===== src/rtl/key_schedule_ctrl.sv =====
// AES-128 key-schedule sequencer with an 11-entry round-key file and indexed read port.
// Build option KS_ZEROIZE_EN adds a ZEROIZE input that wipes all key material.
module key_schedule_ctrl #(
  parameter int unsigned EXP_LAT    = 1,
  parameter int unsigned NUM_ROUNDS = 10
) (
  input  logic         clk,
  input  logic         rst,
`ifdef KS_ZEROIZE_EN
  input  logic         ZEROIZE,
`endif
  input  logic [127:0] KEY_IN,
  input  logic         KEY_VALID,
  output logic         KEY_READY,
  output logic [3:0]   EXP_ROUND,
  output logic [127:0] EXP_KEY,
  input  logic [127:0] EXP_RESULT,
  output logic         KEYS_VALID,
  output logic         BUSY,
  input  logic [3:0]   RK_IDX,
  output logic [127:0] RK_OUT
);

  localparam logic [1:0] LAT  = 2'(EXP_LAT);
  localparam logic [3:0] LAST = 4'(NUM_ROUNDS - 1);

  typedef enum logic [1:0] {
    IDLE,
    RUN,
    DONE
  } state_e;

  state_e       state_q, state_d;
  logic [3:0]   rnd_q, rnd_d;
  logic [1:0]   lat_q, lat_d;
  logic [127:0] cur_q, cur_d;
  logic [127:0] rd_q, rd_d;
  logic [127:0] rk_q [11];
  logic         acc, cap, clr;

`ifdef KS_ZEROIZE_EN
  assign clr = ZEROIZE;
`else
  assign clr = 1'b0;
`endif

  always_comb begin
    state_d = state_q;
    rnd_d   = rnd_q;
    lat_d   = lat_q;
    cur_d   = cur_q;
    acc     = 1'b0;
    cap     = 1'b0;
    rd_d    = '0;
    for (int i = 0; i < 11; i++) begin
      if (RK_IDX == 4'(i)) rd_d = rk_q[i];
    end
    if (clr) begin
      state_d = IDLE;
      rnd_d   = '0;
      lat_d   = '0;
      cur_d   = '0;
      rd_d    = '0;
    end else begin
      unique case (state_q)
        RUN: begin
          if (lat_q == LAT) begin
            cap   = 1'b1;
            cur_d = EXP_RESULT;
            lat_d = '0;
            if (rnd_q == LAST) state_d = DONE;
            else rnd_d = rnd_q + 4'd1;
          end else begin
            lat_d = lat_q + 2'd1;
          end
        end
        IDLE, DONE: begin
          if (KEY_VALID) begin
            acc     = 1'b1;
            cur_d   = KEY_IN;
            rnd_d   = '0;
            lat_d   = '0;
            state_d = RUN;
          end
        end
        default: state_d = IDLE;
      endcase
    end
  end

  always_ff @(posedge clk) begin
    if (rst) begin
      state_q <= IDLE;
      rnd_q   <= '0;
      lat_q   <= '0;
      cur_q   <= '0;
      rd_q    <= '0;
      for (int i = 0; i < 11; i++) rk_q[i] <= '0;
    end else begin
      state_q <= state_d;
      rnd_q   <= rnd_d;
      lat_q   <= lat_d;
      cur_q   <= cur_d;
      rd_q    <= rd_d;
      if (clr) begin
        for (int i = 0; i < 11; i++) rk_q[i] <= '0;
      end else begin
        if (acc) rk_q[0] <= KEY_IN;
        if (cap) begin
          for (int i = 1; i < 11; i++) begin
            if (rnd_q + 4'd1 == 4'(i)) rk_q[i] <= EXP_RESULT;
          end
        end
      end
    end
  end

  assign KEY_READY  = (state_q != RUN);
  assign BUSY       = (state_q == RUN);
  assign KEYS_VALID = (state_q == DONE);
  assign EXP_ROUND  = rnd_q;
  assign EXP_KEY    = cur_q;
  assign RK_OUT     = rd_q;

endmodule


===== config.mk =====
export PLATFORM = sky130hd
export DESIGN_NAME = key_schedule_ctrl
export DESIGN_NICKNAME = d
export VERILOG_FILES = /design/src/rtl/key_schedule_ctrl.sv
export SDC_FILE = /design/constraint.sdc
export NUM_CORES = 2
export LEC_CHECK = 0
export ABC_AREA = 1
export BUFFER_PORTS_ARGS = -buffer_cell sky130_fd_sc_hd__buf_2
export CELL_PAD_IN_SITES_DETAIL_PLACEMENT = 0
export CELL_PAD_IN_SITES_GLOBAL_PLACEMENT = 2
export CORE_MARGIN = 3
export CORE_UTILIZATION = 32
export DETAILED_ROUTE_END_ITERATION = 7
export GPL_TIMING_DRIVEN = 1
export PLACE_DENSITY = 0.69
export SLEW_MARGIN = 20
export SYNTH_ARGS = -nofsm -noshare
export SYNTH_HDL_FRONTEND = slang
export SYNTH_SLANG_ARGS = --single-unit

===== constraint.sdc =====
create_clock -name clk -period 4.3 [get_ports clk]
set_input_delay 0.215 -clock clk [delete_from_list [all_inputs] [get_ports clk]]
set_output_delay 0.215 -clock clk [all_outputs]
set_load 0.02 [all_outputs]

==> out/results.txt <==
CP Data Arrival Time = 4240 ps
Peak supply drop = 0.413 mV
Register Area = 47600 um2
Post-cts sizing count = 0
Footprint of the multi-input gates = 18400 um2
Final Cycle Share = 0.830
Vias/cell = 4.73
Minimum clock period = 3570 ps
Post-synthesis register bit count = 1672
CP max FO = 120
WL met2 = 118 mm
Met3 routed WL = 14.8 mm
Max-Slew Margin vs Limit = 0.262
Die span in y = 477 um
Final Hold Vio Count = 0
P per Cell Area = 441 nW/um2
Critical path's top delay family = buffers and inverters
Max-cap viol count = 0
CP endpoint kind = flop
Worst Tran Pin Value = 1110 ps
WL final = 252 mm
Maximum clock path buffer count = 3
RSZ-0062 raised after global routing = no
Post-synthesis cell count = 7359
Outcome = finished, final reports clean
First-pass GRT wire length = 368 mm
Yosys warnings = 0
IO Count = 526
CTS root buffer = clkbuf_16
Dpl hpwl = 140 mm
Setup Fix Bufs, Post-CTS = 0
Placement Rows = 172
Max layer used = met5
Largest net degree at the start of global routing = 129
Max Slew Vio Count = 0
IO buf count = 525
Sequential-to-total area share from yosys stat = 0.671
P&R area growth vs syn = 22.6%
Worst Skew = 38.6 ps
Via Count = 53400
Total CTS buffers = 193
Placed Cells = 10500
Post-Syn Area = 70900 um2
Worst-Skew Late Latency = 830 ps
Grt ovf = 0
Leakage = 36.4 nW
CP max stage delay = 800 ps
Startpoint class of the critical path = flop
# setup viols final = 0
Nets = 8419
DRC errors left = 0
Fill cells = 22000
WS Path Type = reg -> reg
Max Fclk = 0.280 GHz
Die Width = 477 um
Avg Synthesized Cell Area = 9.64 um2
Slowest-stage cell, CP = buf_4
Fraction of layout cells with a size suffix above 1 = 0.120
Post-Route M1 WL = 113 mm
Required time worst endpoint = 4970 ps
Synth cell types = 28
RD Place Congestion = 0.762
Antenna Nets Post-Route = 0
Initial antenna violation count = 17
Reg clk slew, reported paths = 60 ps
Clock sink total = 1672
WL per Instance = 22.4 um
Syn Nets = 7628
Iter 0 DRT Violations = 4301
Vias in the first global route = 53500
GRT Total Usage = 0.217
DRT Pass-1 Iters = 5
WP buf/inv = 4
Cells along the critical path = buf_4 > nor2_1 > inv_1 > nand2_4 > buf_12 > o21ai_0 > a31oi_1 > dlygate4sd3_1
CTS tree = built
Final hold slack = 78.4 ps
Core Area = 220000 um2
Number of H-tree levels = 4
Final non-filler cell total = 11300
Initial core utilization = 0.322
Hold/Removal Path Class = in -> reg
Die area = 227000 um2
## path summary, 6_finish.rpt
kind / startpoint / endpoint / slack, ps / depth (start not counted)
worst max-delay path: state_q[0]$_SDFFE_PP0P_ / EXP_KEY[75]$_SDFFE_PP0P_ / 730 / 8
worst max register to register: state_q[0]$_SDFFE_PP0P_ / EXP_KEY[75]$_SDFFE_PP0P_ / 730 / 8
worst min register to register: lat_q[1]$_SDFFE_PP0P_ / lat_q[1]$_SDFFE_PP0P_ / 450 / 2
worst min-delay path: EXP_RESULT[11] / rk_q[10][11]$_SDFFCE_PP0P_ / 80 / 3
## report_power, final
part / internal (mW) / switching [mW] / total, mW
logic: 1.12 / 2.53 / 3.65
clock network: 9.09 / 6.80 / 15.9
registers: 18.4 / 0.334 / 18.8
## stage by stage
step | power [mW] | TNS [ps] | utilization | area [um2] | worst slack (ps)
CTS | 38.7 | 0 | 0.395 | 86900 | 747
detailed placement | 22.4 | 0 | 0.350 | 77000 | 1130
global route | 39.7 | 0 | 0.395 | 86900 | 424
floorplan | 20.8 | -112800 | - | 70900 | -444
global placement | 22.4 | 0 | 0.350 | 77000 | 1110
finish | 38.3 | 0 | 0.395 | 86900 | 733
## synthesized netlist by cell type, drive strengths merged
cell type     n  share of area
nor2       1765          0.094
nand2      1588          0.084
edfxtp     1408           0.60
inv         818          0.043
o21ai       268          0.019
dfxtp       264          0.075
nand3       224          0.016
clkbuf      222          0.012
buf         193          0.013
nand4       156          0.014
a31oi       128          0.011
clkinv      122         0.0065
a21oi       106         0.0075
or2          85         0.0075
ha            6         0.0011
a211oi        1        0.00011
nand3b        1        0.00011
nor4          1       0.000088
o22ai         1       0.000088
xnor2         1        0.00012
xor2          1        0.00012
## per-layer routing
layer,vias to the layer above,track usage
li1,25200,-
met5,-,0
met1,26300,0.298
met2,1598,0.356
met3,319,0.0365
met4,6,0.0580
## sequential cells by signal, summed over array words and instances, names as in the netlist
| signal | count |
|---|---|
| state_q | 2 |
| RK_OUT | 128 |
| EXP_KEY | 128 |
| EXP_ROUND | 4 |
| rk_q | 1408 |
| lat_q | 2 |
## area by class of cell
class,instances,share of cell area
Inverter,940,0.0410
Sequential cell,1672,0.547
Timing Repair Buffer,1011,0.0882
Clock inverter,64,0.00558
Clock buffer,294,0.0641
Multi-Input combinational cell,4332,0.211
Tap cell,2958,0.0426
Antenna cell,8,0.000230
## placed cells by master (no fill, tap or decap), types with 2 or more instances in the layout
cell type      Yosys  final
clkinv_8           0      3
clkbuf_1         222     68
nand2_4            0     10
a21oi_1          106    106
inv_2              6      3
a31oi_1          128    128
edfxtp_1        1408   1408
or2_0             20     20
clkbuf_16          0    196
nand2_8            0      9
clkbuf_8           0     31
nand3_4            0      4
bufinv_16          0      3
inv_6              0      8
dfxtp_1          264    263
clkinv_2           0     19
buf_12             0     34
nor2_4             2     10
clkinvlp_4         0      3
o21ai_0          258    258
nand4_1          156    156
nand3_1          224    220
diode_2            0      8
or2_2             65     65
nand2_1         1588   1569
inv_4              0      2
clkinv_16          0      2
ha_1               6      6
buf_2            172    524
dlygate4sd3_1      0    384
buf_4              4     68
clkinv_1         122    149
inv_1            812    809
o21ai_1           10     10
nor2_1          1758   1754
## timing repair
item | 4_1_cts | 5_1_grt
hold buffers | 384 | 0
endpoints found under the hold margin | 908 | 0
endpoints found under the setup margin | 0 | 0
## worst register-to-register path, stage by stage (launching register included)
cell and delay, ps:
dfxtp_4 360, buf_4 800, nor2_1 160, inv_1 250, nand2_4 410, buf_12 410
o21ai_0 380, a31oi_1 60, dlygate4sd3_1 600
## cell families (layout without fill, tap and decap cells)
| logic type | count (synthesis) | count (layout) | share of synthesized area |
|---|---|---|---|
| compound gates | 504 | 504 | 0.0379 |
| xor+xnor | 2 | 2 | 0.000247 |
| fa+ha+maj | 6 | 6 | 0.00106 |
| buf+inv | 1355 | 2309 | 0.0750 |
| flops | 1672 | 1672 | 0.671 |
| other cells | 0 | 8 | 0 |
| simple gates | 3820 | 3820 | 0.215 |
Note: power is estimated with default switching activity, not from simulation.
